===== src/rtl/fp_mul_unit.sv =====
// Iterative single-precision floating-point multiplier.
// Unpacks two IEEE-754 binary32 operands, resolves special values, forms the
// 48-bit significand product with a radix-2 shift-add loop, normalizes it and
// presents an unrounded result plus {guard, round, sticky} to the rounding unit.
// fu_state_o: 1'b0 = FREE (idle), 1'b1 = BUSY.
module fp_mul_unit #(
  parameter int unsigned MANT_W = 24,
  parameter int unsigned BIAS   = 127
) (
  input  logic        clk_i,
  input  logic        rst_i,
  input  logic        clk_en_i,
  input  logic        start_i,
  input  logic [31:0] multiplicand_i,
  input  logic [31:0] multiplier_i,
  output logic [31:0] to_round_unit_o,
  output logic [2:0]  round_bits_o,
  output logic        valid_o,
  output logic        fu_state_o,
  output logic        overflow_o,
  output logic        underflow_o,
  output logic        invalid_op_o
);

  localparam int unsigned ProdW = 2 * MANT_W;
  localparam int unsigned FracW = MANT_W - 1;
  localparam int unsigned CntW  = $clog2(MANT_W);
  localparam logic [CntW-1:0] CntLast = CntW'(MANT_W - 1);
  localparam logic [31:0] CanonNan = 32'h7FC0_0000;

  typedef enum logic [2:0] {
    StIdle,
    StPrepare,
    StMultiply,
    StNormalize,
    StValid
  } state_e;

  state_e state_q, state_d;

  logic [31:0]        opa_q, opa_d, opb_q, opb_d;
  logic               sign_q, sign_d;
  logic signed [9:0]  exp_q, exp_d;
  logic [ProdW-1:0]   acc_q, acc_d;
  logic [MANT_W-1:0]  mplr_q, mplr_d;
  logic [CntW-1:0]    cnt_q, cnt_d;
  logic [31:0]        res_q, res_d;
  logic [2:0]         rb_q, rb_d;
  logic               ovf_q, ovf_d, unf_q, unf_d, inv_q, inv_d;

  // Operand fields (operands are already flushed when latched)
  logic [7:0]       ea, eb;
  logic [FracW-1:0] fa, fb;
  logic [MANT_W-1:0] mant_a, mant_b;
  logic a_nan, b_nan, a_snan, b_snan, a_qnan, b_qnan;
  logic a_inf, b_inf, a_zero, b_zero, special, sign_ab;
  logic [31:0] spec_res;
  logic        spec_inv;

  assign ea      = opa_q[30:23];
  assign eb      = opb_q[30:23];
  assign fa      = opa_q[FracW-1:0];
  assign fb      = opb_q[FracW-1:0];
  assign mant_a  = {|ea, fa};
  assign mant_b  = {|eb, fb};
  assign sign_ab = opa_q[31] ^ opb_q[31];
  assign a_nan   = (&ea) && (|fa);
  assign b_nan   = (&eb) && (|fb);
  assign a_snan  = a_nan && !fa[FracW-1];
  assign b_snan  = b_nan && !fb[FracW-1];
  assign a_qnan  = a_nan && fa[FracW-1];
  assign b_qnan  = b_nan && fb[FracW-1];
  assign a_inf   = (&ea) && !(|fa);
  assign b_inf   = (&eb) && !(|fb);
  assign a_zero  = (ea == 8'd0);
  assign b_zero  = (eb == 8'd0);
  assign special = a_nan | b_nan | a_inf | b_inf | a_zero | b_zero;

  // Special-value result; priority order decides NaN/invalid precedence
  always_comb begin
    spec_res = '0;
    spec_inv = 1'b0;
    if (a_snan || b_snan) begin
      spec_res = CanonNan;
      spec_inv = 1'b1;
    end else if (a_qnan || b_qnan) begin
      spec_res = CanonNan;
    end else if ((a_inf && b_zero) || (b_inf && a_zero)) begin
      spec_res = CanonNan;
      spec_inv = 1'b1;
    end else if (a_inf || b_inf) begin
      spec_res = {sign_ab, 8'hFF, {FracW{1'b0}}};
    end else begin
      spec_res = {sign_ab, 31'd0};
    end
  end

  // One shift-add step: add multiplicand into the upper half, then shift right
  logic [MANT_W:0]   acc_sum;
  logic [ProdW-1:0]  acc_step;

  always_comb begin
    acc_sum  = {1'b0, acc_q[ProdW-1:MANT_W]} + (mplr_q[0] ? {1'b0, mant_a} : '0);
    acc_step = {acc_sum, acc_q[MANT_W-1:1]};
  end

  // Normalization of the finished product and exponent range check
  logic signed [9:0] exp_adj;
  logic [FracW-1:0]  mant_n;
  logic [2:0]        grs_n;

  always_comb begin
    if (acc_q[ProdW-1]) begin
      exp_adj = exp_q + 10'sd1;
      mant_n  = acc_q[ProdW-2 -: FracW];
      grs_n   = {acc_q[MANT_W-1], acc_q[MANT_W-2], |acc_q[MANT_W-3:0]};
    end else begin
      exp_adj = exp_q;
      mant_n  = acc_q[ProdW-3 -: FracW];
      grs_n   = {acc_q[MANT_W-2], acc_q[MANT_W-3], |acc_q[MANT_W-4:0]};
    end
  end

  // State register: reset wins over clock enable
  always_ff @(posedge clk_i) begin
    if (rst_i) begin
      state_q <= StIdle;
    end else if (clk_en_i) begin
      state_q <= state_d;
    end
  end

  // Next-state logic
  always_comb begin
    state_d = state_q;
    unique case (state_q)
      StIdle:      if (start_i) state_d = StPrepare;
      StPrepare:   state_d = special ? StValid : StMultiply;
      StMultiply:  if (cnt_q == CntLast) state_d = StNormalize;
      StNormalize: state_d = StValid;
      StValid:     state_d = StIdle;
      default:     state_d = StIdle;
    endcase
  end

  // FSM-decoded outputs
  always_comb begin
    valid_o    = (state_q == StValid);
    fu_state_o = (state_q != StIdle);
  end

  // Datapath next-state
  always_comb begin
    opa_d  = opa_q;
    opb_d  = opb_q;
    sign_d = sign_q;
    exp_d  = exp_q;
    acc_d  = acc_q;
    mplr_d = mplr_q;
    cnt_d  = cnt_q;
    res_d  = res_q;
    rb_d   = rb_q;
    ovf_d  = ovf_q;
    unf_d  = unf_q;
    inv_d  = inv_q;
    unique case (state_q)
      StIdle: begin
        if (start_i) begin
          // Denormals are flushed to a signed zero at capture
          opa_d = (multiplicand_i[30:23] == 8'd0) ? {multiplicand_i[31], 31'd0} : multiplicand_i;
          opb_d = (multiplier_i[30:23] == 8'd0) ? {multiplier_i[31], 31'd0} : multiplier_i;
          res_d = '0;
          rb_d  = '0;
          ovf_d = 1'b0;
          unf_d = 1'b0;
          inv_d = 1'b0;
        end
      end
      StPrepare: begin
        sign_d = sign_ab;
        exp_d  = $signed({2'b00, ea}) + $signed({2'b00, eb}) - $signed(10'(BIAS));
        acc_d  = '0;
        mplr_d = mant_b;
        cnt_d  = '0;
        if (special) begin
          res_d = spec_res;
          inv_d = spec_inv;
        end
      end
      StMultiply: begin
        acc_d  = acc_step;
        mplr_d = mplr_q >> 1;
        cnt_d  = (cnt_q == CntLast) ? '0 : cnt_q + CntW'(1);
      end
      StNormalize: begin
        if (exp_adj >= 10'sd255) begin
          res_d = {sign_q, 8'hFF, {FracW{1'b0}}};
          ovf_d = 1'b1;
        end else if (exp_adj <= 10'sd0) begin
          res_d = {sign_q, 31'd0};
          unf_d = 1'b1;
        end else begin
          res_d = {sign_q, exp_adj[7:0], mant_n};
          rb_d  = grs_n;
        end
      end
      default: ;
    endcase
  end

  // Datapath registers
  always_ff @(posedge clk_i) begin
    if (rst_i) begin
      opa_q  <= '0;
      opb_q  <= '0;
      sign_q <= 1'b0;
      exp_q  <= '0;
      acc_q  <= '0;
      mplr_q <= '0;
      cnt_q  <= '0;
      res_q  <= '0;
      rb_q   <= '0;
      ovf_q  <= 1'b0;
      unf_q  <= 1'b0;
      inv_q  <= 1'b0;
    end else if (clk_en_i) begin
      opa_q  <= opa_d;
      opb_q  <= opb_d;
      sign_q <= sign_d;
      exp_q  <= exp_d;
      acc_q  <= acc_d;
      mplr_q <= mplr_d;
      cnt_q  <= cnt_d;
      res_q  <= res_d;
      rb_q   <= rb_d;
      ovf_q  <= ovf_d;
      unf_q  <= unf_d;
      inv_q  <= inv_d;
    end
  end

  assign to_round_unit_o = res_q;
  assign round_bits_o    = rb_q;
  assign overflow_o      = ovf_q;
  assign underflow_o     = unf_q;
  assign invalid_op_o    = inv_q;

endmodule


===== config.mk =====
export PLATFORM = sky130hd
export DESIGN_NAME = fp_mul_unit
export DESIGN_NICKNAME = d
export VERILOG_FILES = /design/src/rtl/fp_mul_unit.sv
export SDC_FILE = /design/constraint.sdc
export NUM_CORES = 1
export LEC_CHECK = 0
export CELL_PAD_IN_SITES_DETAIL_PLACEMENT = 1
export CELL_PAD_IN_SITES_GLOBAL_PLACEMENT = 2
export CORE_ASPECT_RATIO = 1.75
export CORE_UTILIZATION = 38
export DETAILED_ROUTE_END_ITERATION = 7
export PLACE_DENSITY_LB_ADDON = 0.1
export SLEW_MARGIN = 5
export SYNTH_ARGS = -nofsm -noshare
export SYNTH_HDL_FRONTEND = slang
export SYNTH_SLANG_ARGS = --single-unit

===== constraint.sdc =====
create_clock -name clk_i -period 4.1 [get_ports clk_i]
set_input_delay 1.025 -clock clk_i [delete_from_list [all_inputs] [get_ports clk_i]]
set_output_delay 1.025 -clock clk_i [all_outputs]
set_load 0.02 [all_outputs]

== Word-level counts from Yosys, hierarchy flattened ==
Cells that the tools add are included.
Word-level totals
  flip-flop bits (word level): 193
  bits of input ports: 68
  output and inout port bits: 40
  logic and storage cells: 121
Cells by class
  muxes and demuxes: 38
  bitwise logic cells: 6
  add/sub/neg operators: 5
  magnitude comparators: 2
  eq/ne operators: 12
  reductions and logical operators: 45
Operators by type and width (count)
  two-way mux 32 bit: 5
  two-way mux 31 bit: 5
  one-hot mux 32 bit (3 select lines): 1
  one-hot mux 48 bit (2 select lines): 1
  one-hot mux 24 bit (2 select lines): 1
  OR reduction 23 bit: 2
  logical NOT 8 bit: 4
  adder 24 x 24 -> 25 bit: 1
  two-way mux 24 bit: 1
  two-way mux 23 bit: 1
  OR reduction 22 bit: 1
  two-way mux 3 bit: 7
  OR reduction 21 bit: 1
  AND reduction 8 bit: 2
  OR reduction 8 bit: 2
  inequality test 2 bit (second input constant): 7
  one-hot mux 3 bit (4 select lines): 1
  AND reduction 4 bit: 3
  adder 10 x 2 -> 10 bit (second input constant): 1
  greater-or-equal comparator 10 x 9 -> 1 bit (second input constant): 1
  less-or-equal comparator 10 x 1 -> 1 bit (second input constant): 1
  logical AND 1 bit: 10
  two-way mux 10 bit: 1
  one-hot mux 5 bit (2 select lines): 1
  other kinds (21): 47

== Depth between registers and ports, before layout ==
Gate-level depths: netlist of run 1.
  depth after elaboration: 10
  depth in mapped cells: 12
  depth with buffers taken out: 12

== Worst setup path after synthesis of run 1 ==
Ideal clock, no wire load.
  path kind: register to register
  start point: register mplr_q[0]
  end point: register acc_q[46]
  library setup time: 117 ps
  slack: 1569 ps
  period minus slack after synthesis: 2531 ps
  arrival time: 2414 ps
  data required time: 3983 ps
  buffers on the path: 1
  stages on the path, launching flop included: 11
  cell sequence: dfxtp_1 clkbuf_1 and2_1 ha_1 nand3_1 o211ai_1 a31o_2 a31oi_1 o41ai_1 xor2_1 a22o_1
Between the ends
  cells in the longest elaborated chain, start to end: 3
Ends and longest elaborated chain
  from (decl): line 45  | logic [MANT_W-1:0] mplr_q, mplr_d;
  from (signal assigned): line 232  | mplr_q <= mplr_d;
  two-way mux 24 bit: line 103  | acc_sum = {1'b0, acc_q[ProdW-1:MANT_W]} + (mplr_q[0] ? {1'b0, mant_a} : '0);
  adder 24 x 24 -> 25 bit: line 103
  one-hot mux 48 bit (2 select lines): line 166  | unique case (state_q)
  to (signal assigned): line 218  | acc_q <= '0;
  to (signal assigned): line 231  | acc_q <= acc_d;
  to (decl): line 44  | logic [ProdW-1:0] acc_q, acc_d;
No other way between the ends.
A chain may end at the register's enable or synchronous reset.

== Final worst setup path of run 1 ==
  start point: register state_q[0]
  end point: output port fu_state_o
Between the ends
  cells in the longest elaborated chain, start to end: 1
Ends and longest elaborated chain
  from (decl): line 39  | state_e state_q, state_d;
  from (signal assigned): line 127  | state_q <= StIdle;
  from (signal assigned): line 129  | state_q <= state_d;
  nonzero test 3 bit: line 149  | fu_state_o = (state_q != StIdle);
  to (decl): line 19  | output logic fu_state_o,
No other way between the ends.

==> run summary, run 1 <==
The floorplan has 77 rows. The placer's final routability congestion estimate came out at 0.8240. The worst reg-to-reg path cell count is 10. The clock buffer count from CTS came out at 17. The count of max-cap constraint violations is 0. The via count of the first global-routing pass is 8644. The startpoint of the lowest-slack hold path is round_bits_o[1].

The count of hold-fix buffers inserted at cts came out at 0. The first-iteration detailed-routing DRC count came out at 296. The worst setup path is captured at a primary output.

The clock passes through at most 2 buffers. The net count reported at finish came out at 1274. Among all flip-flop cells after synthesis, the most frequent one is dfxtp_1. From synthesis to final layout, the design area changed by 20.33%. In the synthesized netlist the async set-or-reset flop fraction comes to 0.

The total inserted antenna cells is 0. The total power of the final layout came out at 4.412 mW. The number of nets in the synthesized netlist is 1201. Of the synthesized area, sequential elements account for 0.3967. Counting flops with a built-in enable in the synthesized netlist gives 0. Detailed placement finished with a half-perimeter wire length of 21340 um. After synthesis the netlist holds a flip-flop and latch count of 193.

The slack of the critical path came out at 0.9648 ns. The overall routing resource usage is 0.2315. In this run the critical register-to-register path is captured at acc_q[42]. Timing would allow up to 319.0 MHz. The chip width came out at 123.0 um. Post-CTS repair changed the size of 0 cells. The proportion of netlist area held by the largest area contributor came out at 0.3967. The combined area of all synthesized cells came out at 0.009741 mm2. Summed over all instances, the cell type with the most area after synthesis is dfxtp_1. In this run the count of I/O pins placed on the die edge is 108. The post-synthesis instance total came out at 1090.

In this run the vertical extent of the chip is 213.8 um. The Yosys step of the flow raised 0 warnings. At the pin with the least slew margin, the transition time is 1.063 ns. The arrival time at the worst endpoint came out at 2.11 ns. The min-delay analysis places its worst path in the category register to register.

The worst slack at placement is 0.6419 ns. Entering global routing, the biggest net connects 68 pins. The post-CTS repair timing setup buffer count came out at 0.

Synthesis instantiated 79 different standard cells from the library. Yosys attributes the largest share of cell area to dfxtp_1 (40%), a22oi_1 (5.9%), ha_1 (5.3%). Ranked by instance count, the synthesized netlist is headed by dfxtp_1 (193), nor2_1 (133), nand2_1 (96). For this run, design rule violations remaining after detail routing come to 0. The pre-antenna-repair detailed-routing pass consisted of 4 iterations. The worst slew slack as a fraction of its limit is 0.2913.

The core area came out at 0.02524 mm2. The worst register-to-register path begins at mplr_q[0]. The internal reg-to-reg setup slack is 0.98 ns. Of the cells placed in the final design, the portion with a size suffix greater than 1 is 0.08333. Setup total negative slack on the finished layout was measured at 0 ns.

The depth of the worst hold-timing path came out at 2. The power density over the cells came out at 376.4 mW/mm2. The floorplan die area came out at 0.02630 mm2. The clock tree synthesis step divided the H-tree into 4 levels. The largest voltage drop on the vdd net came out at 0.3012 mV. TritonCTS built the clock tree.

For the final database, setup skew stands at 0.01009 ns. The aggregate routed wire length is 28850 um. The initial standard-cell utilization of the core came out at 0.3859. The routed layout has 8414 vias. The total count of max-transition violations in the final report came out at 0. The post-detailed-route count of antenna-violating nets is 0. Setup repair after global routing left no endpoint under its margin. The flow ran to the end, and the final reports show no timing, DRC or antenna violations. Along the worst path, the maximum fanout reaches 13.

In the routed layout, each cell is associated on average with a via count of 5.639. The detailed-route wire length per cell came out at 19.34 um. Port buffering added 107 buffers.

The cell sitting at the root of the clock tree is a clkbuf_16. The average footprint of a synthesized cell came out at 8.936 um2. The wire length of the first global-routing pass came out at 46130 um. The total global routing overflow is 0. The post-route fraction of the period consumed by the critical path came out at 0.7647. The end point of the most critical hold path is round_bits_o[1]. The worst path required time came out at 3.07 ns. The clock reaches the later pin of the worst-skew pair after 0.46 ns. The TritonCTS sink count is 193. The post-CTS clock slew at the launch and capture registers of the worst setup and hold paths is 0.07 ns. The leakage power summed over all cells came out at 4.232 nW. The number of fill cells in the layout is 2941. The worst setup path is of the register to primary output kind. Setup violations remaining at the end of the flow were counted as 0. The worst setup path is launched from a register.

The initial antenna violation count was 0. Among all cell types in the netlist, the one instantiated most often is dfxtp_1. The count of final hold-check violations came to 0. The final critical path time including I/O delays and setup is 3.135 ns.
-- kinds of logic (layout without fill, tap and decap cells) --
kind of cell,after synthesis,after routing,share of synthesized area
AO/OA/AOI/OAI,308,308,0.2416
buffers and inverters,94,180,0.04059
flip-flops,193,193,0.3967
AND/OR/NAND/NOR,372,372,0.1855
multiplexers,52,52,0.05369
XOR/XNOR,28,28,0.02518
adder cells (fa/ha/maj),43,43,0.05678
-- how the worst max path moves through the flow --
stage,cells past startpoint,from,to
after global placement,6,start_i,to_round_unit_o[7]
after floorplan,10,mplr_q[0],acc_q[46]
after global routing,11,mplr_q[0],acc_q[45]
final,3,state_q[0],fu_state_o
after CTS,3,state_q[0],fu_state_o
after detailed placement,6,start_i,to_round_unit_o[7]
-- sequential cells by signal, indices dropped and copies added (netlist names) --
signal	flops
acc_q	48
cnt_q	5
exp_q	10
invalid_op_o	1
mplr_q	24
opa_q	32
opb_q	32
overflow_o	1
round_bits_o	3
sign_q	1
state_q	3
to_round_unit_o	32
underflow_o	1
-- report_power, final --
group	leakage (nW)	internal [mW]	switching [mW]
Sequential	1.56	1.94	0.0740
Clock	0.314	1.11	0.745
Combinational	2.35	0.225	0.312
-- cells in the final DEF (no fill, tap or decap), types with 27 or more instances in the layout --
| cell | netlist | layout |
|---|---|---|
| a211oi_1 | 31 | 31 |
| a21oi_1 | 71 | 69 |
| a22oi_1 | 77 | 77 |
| and2_1 | 27 | 27 |
| clkdlybuf4s50_1 | 0 | 106 |
| dfxtp_1 | 193 | 192 |
| ha_1 | 41 | 41 |
| mux2i_1 | 50 | 50 |
| nand2_1 | 96 | 96 |
| nor2_1 | 133 | 131 |
-- metal layers --
layer,track usage,part of all wire,up-vias
li1,-,-,4148
met1,0.2374,0.39,4102
met2,0.4496,0.56,120
met3,0.04761,0.028,44
met4,0.08517,0.026,0
met5,0,0,-
-- cell type report --
type                    count  area [um2]  share of cell area
inverters                  22       82.58            0.007045
clock buffers              22       464.2             0.03960
clock inverters            10       181.4             0.01548
well taps                 316       395.4             0.03373
flip-flops and latches    193        3865              0.3297
repair buffers            126        1224              0.1044
multi-input cells         803        5509              0.4700
-- critical path, cell delays in order (launching register included) --
cell,delay (ns)
dfxtp_1,0.47
nor3_1,0.47
inv_1,0.14
clkdlybuf4s50_1,0.57
-- metrics by stage --
stage / instance area [um2] / instances / utilization / hold slack [ns]
2_1_floorplan: 9741 / 1090 / - / 0.4488
3_5_place_dp: 11080 / 1460 / 0.4388 / 0.4456
6_report: 11720 / 1492 / 0.4644 / 0.4607
4_1_cts: 11720 / 1492 / 0.4644 / 0.4660
5_1_grt: 11720 / 1492 / 0.4644 / 0.4828
3_3_place_gp: 11080 / 1460 / 0.4388 / 0.4433
(Power assumes the default switching activity.)
==> inputs of run 2 (changes only) <==
--- a/config.mk
+++ b/config.mk
@@ -8,7 +8,7 @@
 export CELL_PAD_IN_SITES_DETAIL_PLACEMENT = 1
 export CELL_PAD_IN_SITES_GLOBAL_PLACEMENT = 2
 export CORE_ASPECT_RATIO = 1.75
-export CORE_UTILIZATION = 38
+export CORE_UTILIZATION = 35
 export DETAILED_ROUTE_END_ITERATION = 7
 export PLACE_DENSITY_LB_ADDON = 0.1
 export SLEW_MARGIN = 5
==> constraint.sdc (replaced) <==
create_clock -name clk_i -period 2.9 [get_ports clk_i]
set_input_delay 0.725 -clock clk_i [delete_from_list [all_inputs] [get_ports clk_i]]
set_output_delay 0.725 -clock clk_i [all_outputs]
set_load 0.02 [all_outputs]
==> run 2 against run 1 <==
Cell count rose by 5.8%. Hold slack better by 0.0050 ns. Via count grew 1.8%. Routed wire length is 4.5% higher. Die area is 8.5% higher. Critical path type is now register to register. Clock skew fell by 0.0013 ns. Critical path depth is 8 higher. Sequential share of layout area decreased by 0.82 points. Combinational power rose by 50%. Worst setup slack got worse by 0.78 ns. Clock power increased by 25%.
==> run summary, run 2 (synthesized netlist as in run 1, its figures left out) <==
The clock buffer count from CTS came to 17 (unchanged). TritonCTS built the clock tree. The number of flip-flops under the largest register name is 48 (unchanged). The count of hold-fix buffers inserted at cts came out at 0 (unchanged). The area growth from synthesis to layout came out at 23.42%. The placer's final routability congestion estimate came to 0.8564 (+3.9%). The standard-cell row count came to 80 (+3.9%). The net switching power of the design came out at 1.711 mW (+51%).

The height of the die is 222.7 um (+4.2%). The number of design rule violations left after detail routing came out at 0 (unchanged). The source-to-sink clock delay at the later pin of the worst-skew pair is 0.47 ns (about the same). The transition time at the pin with the least slew margin was 1.123 ns (+0.05996 ns). The sequential share of power came out at 0.474 (+0.017).

The chip width is 128.1 um (+4.1%). The cell count after placement came out at 1546 (+5.9%). The maximum number of buffers from clock root to sink was 2 (unchanged). The slowest cell on the critical path is fa_1. The arrival time at the worst endpoint is 3.08 ns (+0.97 ns). The number of port buffers is 107 (unchanged). The worst slew slack as a fraction of its limit came out at 0.2498 (-0.04145). The number of I/O pins is 108 (unchanged). The average vias per placed instance is 5.426 (-3.8%). The ratio of cells with drive above 1 in the final layout was 0.1150 (+0.03164). The maximum number of pins on one net before global-route repair came to 111 (+63%). The number of fill cells in the layout is 3175 (+8.0%).

The clock group share of total power is 0.391 (-0.030). The detailed-route wire length per cell came to 19.10 um (-1.2%). The final total negative setup slack is 0 ns (unchanged). In the layout the commonest cells are dfxtp_1 (192), nor2_1 (131), clkdlybuf4s50_1 (106). The internal power consumption is 4.263 mW (+30%). The first-iteration detailed-routing DRC count came out at 303 (+2.4%). The total power of the final layout is 5.974 mW (+35%).

The total half-perimeter wirelength after legalization and detailed placement came out at 22720 um (+6.5%). The critical path goes through and2_1 > ha_1 > inv_1 > fa_1 > nand2b_1 > a21oi_1 > o31a_1 > a21oi_1 > o21a_1 > or3_1 > a32o_1. The leakage power summed over all cells came out at 4.381 nW (+3.5%). The class of the tightest hold or removal check is register to register. The type of origin of the critical path is a register. The power density over the cells came to 497.0 mW/mm2 (+32%). The count of final setup violators came to 0 (unchanged). The core area came out at 0.02733 mm2 (+8.3%).

Leaving out fill and tap cells, the most frequent cell in the layout is dfxtp_1. The floorplan die area came out at 0.02853 mm2 (+8.5%). The final critical path time including I/O delays and setup came out at 2.719 ns. The post-detailed-route count of antenna-violating nets is 0 (unchanged). The largest voltage drop on the vdd net is 0.4484 mV (+49%). Setup repair after global routing left no endpoint under its margin.

The footprint of the multi-input gates was 0.005535 mm2 (+0.48%). The count of max-cap constraint violations is 0 (unchanged). The initial antenna violation count is 0 (unchanged). The sequential cell area in the final layout came out at 0.003865 mm2 (unchanged). Derived from the worst setup path, the maximum achievable clock frequency is 367.8 MHz. The maximum fanout encountered on the critical timing path is 4 (-9).

The routed via count came out at 8563 (+1.8%). The count of placed standard cells in the final layout, fillers left out came out at 1578 (+5.8%). The post-route fraction of the period consumed by the critical path is 0.9376.

The wire length of the first global-routing pass is 48240 um (+4.6%). The worst path required time came out at 3.26 ns (+0.19 ns). STA classifies the critical path endpoint as a register. The critical path is of the register to register type. The total count of max-transition violations in the final report is 0 (unchanged). The count of H-tree levels built during CTS is 4 (unchanged). The total inserted antenna cells is 0 (unchanged).

Counting flops per register, the top entry is acc_q. The net count reported at finish is 1307 (+2.6%). The run finished with clean final reports. The TritonCTS sink count is 193 (unchanged). The overall routing resource usage came out at 0.2219 (-0.009600).

The biggest cell delay along the critical path came out at 0.38 ns (-0.19 ns). The total global routing overflow is 0 (unchanged). Counting stages on the worst path, the most repeated cell is a21oi_1. The relative contribution of combinational cells to total power is 0.135 (+0.013). The worst clock skew on the final layout is 0.008748 ns (-0.001338 ns). The post-CTS clock slew at the launch and capture registers of the worst setup and hold paths came out at 0.08 ns (about the same). The initial standard-cell utilization of the core is 0.3565 (-0.02944).

The post-CTS repair timing setup buffer count came out at 0 (unchanged). The cell sitting at the root of the clock tree is a clkbuf_16. The number of search-and-repair iterations in the first detailed-routing pass is 4 (unchanged). The via count of the first global-routing pass is 9095 (+5.2%). The count of final hold-check violations is 0 (unchanged). The number of gates resized after CTS is 0 (unchanged). The aggregate routed wire length came out at 30140 um (+4.5%). The switching share of total power came to 0.2864 (+0.03015).
==> run 2: metal layers <==
layer  part of all wire  GRT usage  routed length (um)  vias up
met5                  0          0                   0        -
met4              0.025    0.08767                 760        0
met3              0.019    0.03395                 577       38
met2               0.57     0.4450               17330      106
met1               0.38     0.2198               11470     4213
li1                   -          -                   -     4206
==> run 2: power groups by stage <==
stage	logic, mW	registers (mW)	clock network [mW]
2_1_floorplan	0.505	2.86	0
3_3_place_gp	0.815	2.90	0
3_5_place_dp	0.821	2.90	0
4_1_cts	0.825	2.84	2.41
5_1_grt	0.891	2.85	2.50
6_report	0.807	2.83	2.33
==> run 2: worst max-delay path: cells and delay by family (launching register included) <==
family	cells	cell delay (ns)
and+or+nand+nor	3	0.62
DFF	1	0.37
AOI/OAI and AO/OA	5	1.02
adders and majority gates	2	0.54
buffers and inverters	1	0.06
==> run 2: worst paths after layout <==
| check | startpoint | endpoint | cells after the start | slack, ns |
|---|---|---|---|---|
| max | mplr_q[0] | acc_q[45] | 11 | 0.18 |
| min | to_round_unit_o[6] | to_round_unit_o[6] | 1 | 0.47 |
| min reg2reg | to_round_unit_o[6] | to_round_unit_o[6] | 1 | 0.47 |
| max reg2reg | mplr_q[0] | acc_q[45] | 11 | 0.18 |
==> run 2: per-stage QoR <==
| step | cell area, um2 | util | setup slack (ns) | hold slack [ns] |
|---|---|---|---|---|
| floorplan | 9741 | - | 0.3695 | 0.4488 |
| global placement | 11430 | 0.4182 | 0.05832 | 0.4521 |
| detailed placement | 11430 | 0.4182 | 0.01866 | 0.4495 |
| CTS | 12000 | 0.4390 | 0.1385 | 0.4714 |
| global route | 12020 | 0.4399 | 0.01135 | 0.4836 |
| finish | 12020 | 0.4399 | 0.1809 | 0.4657 |
==> run 2: area by class of cell <==
class                   instances  share of cell area
clock inverters                13            0.009575
well taps                     369             0.03841
multi-input cells             803              0.4605
inverters                      22            0.006869
repair buffers                159              0.1255
flip-flops and latches        193              0.3215
clock buffers                  19             0.03768
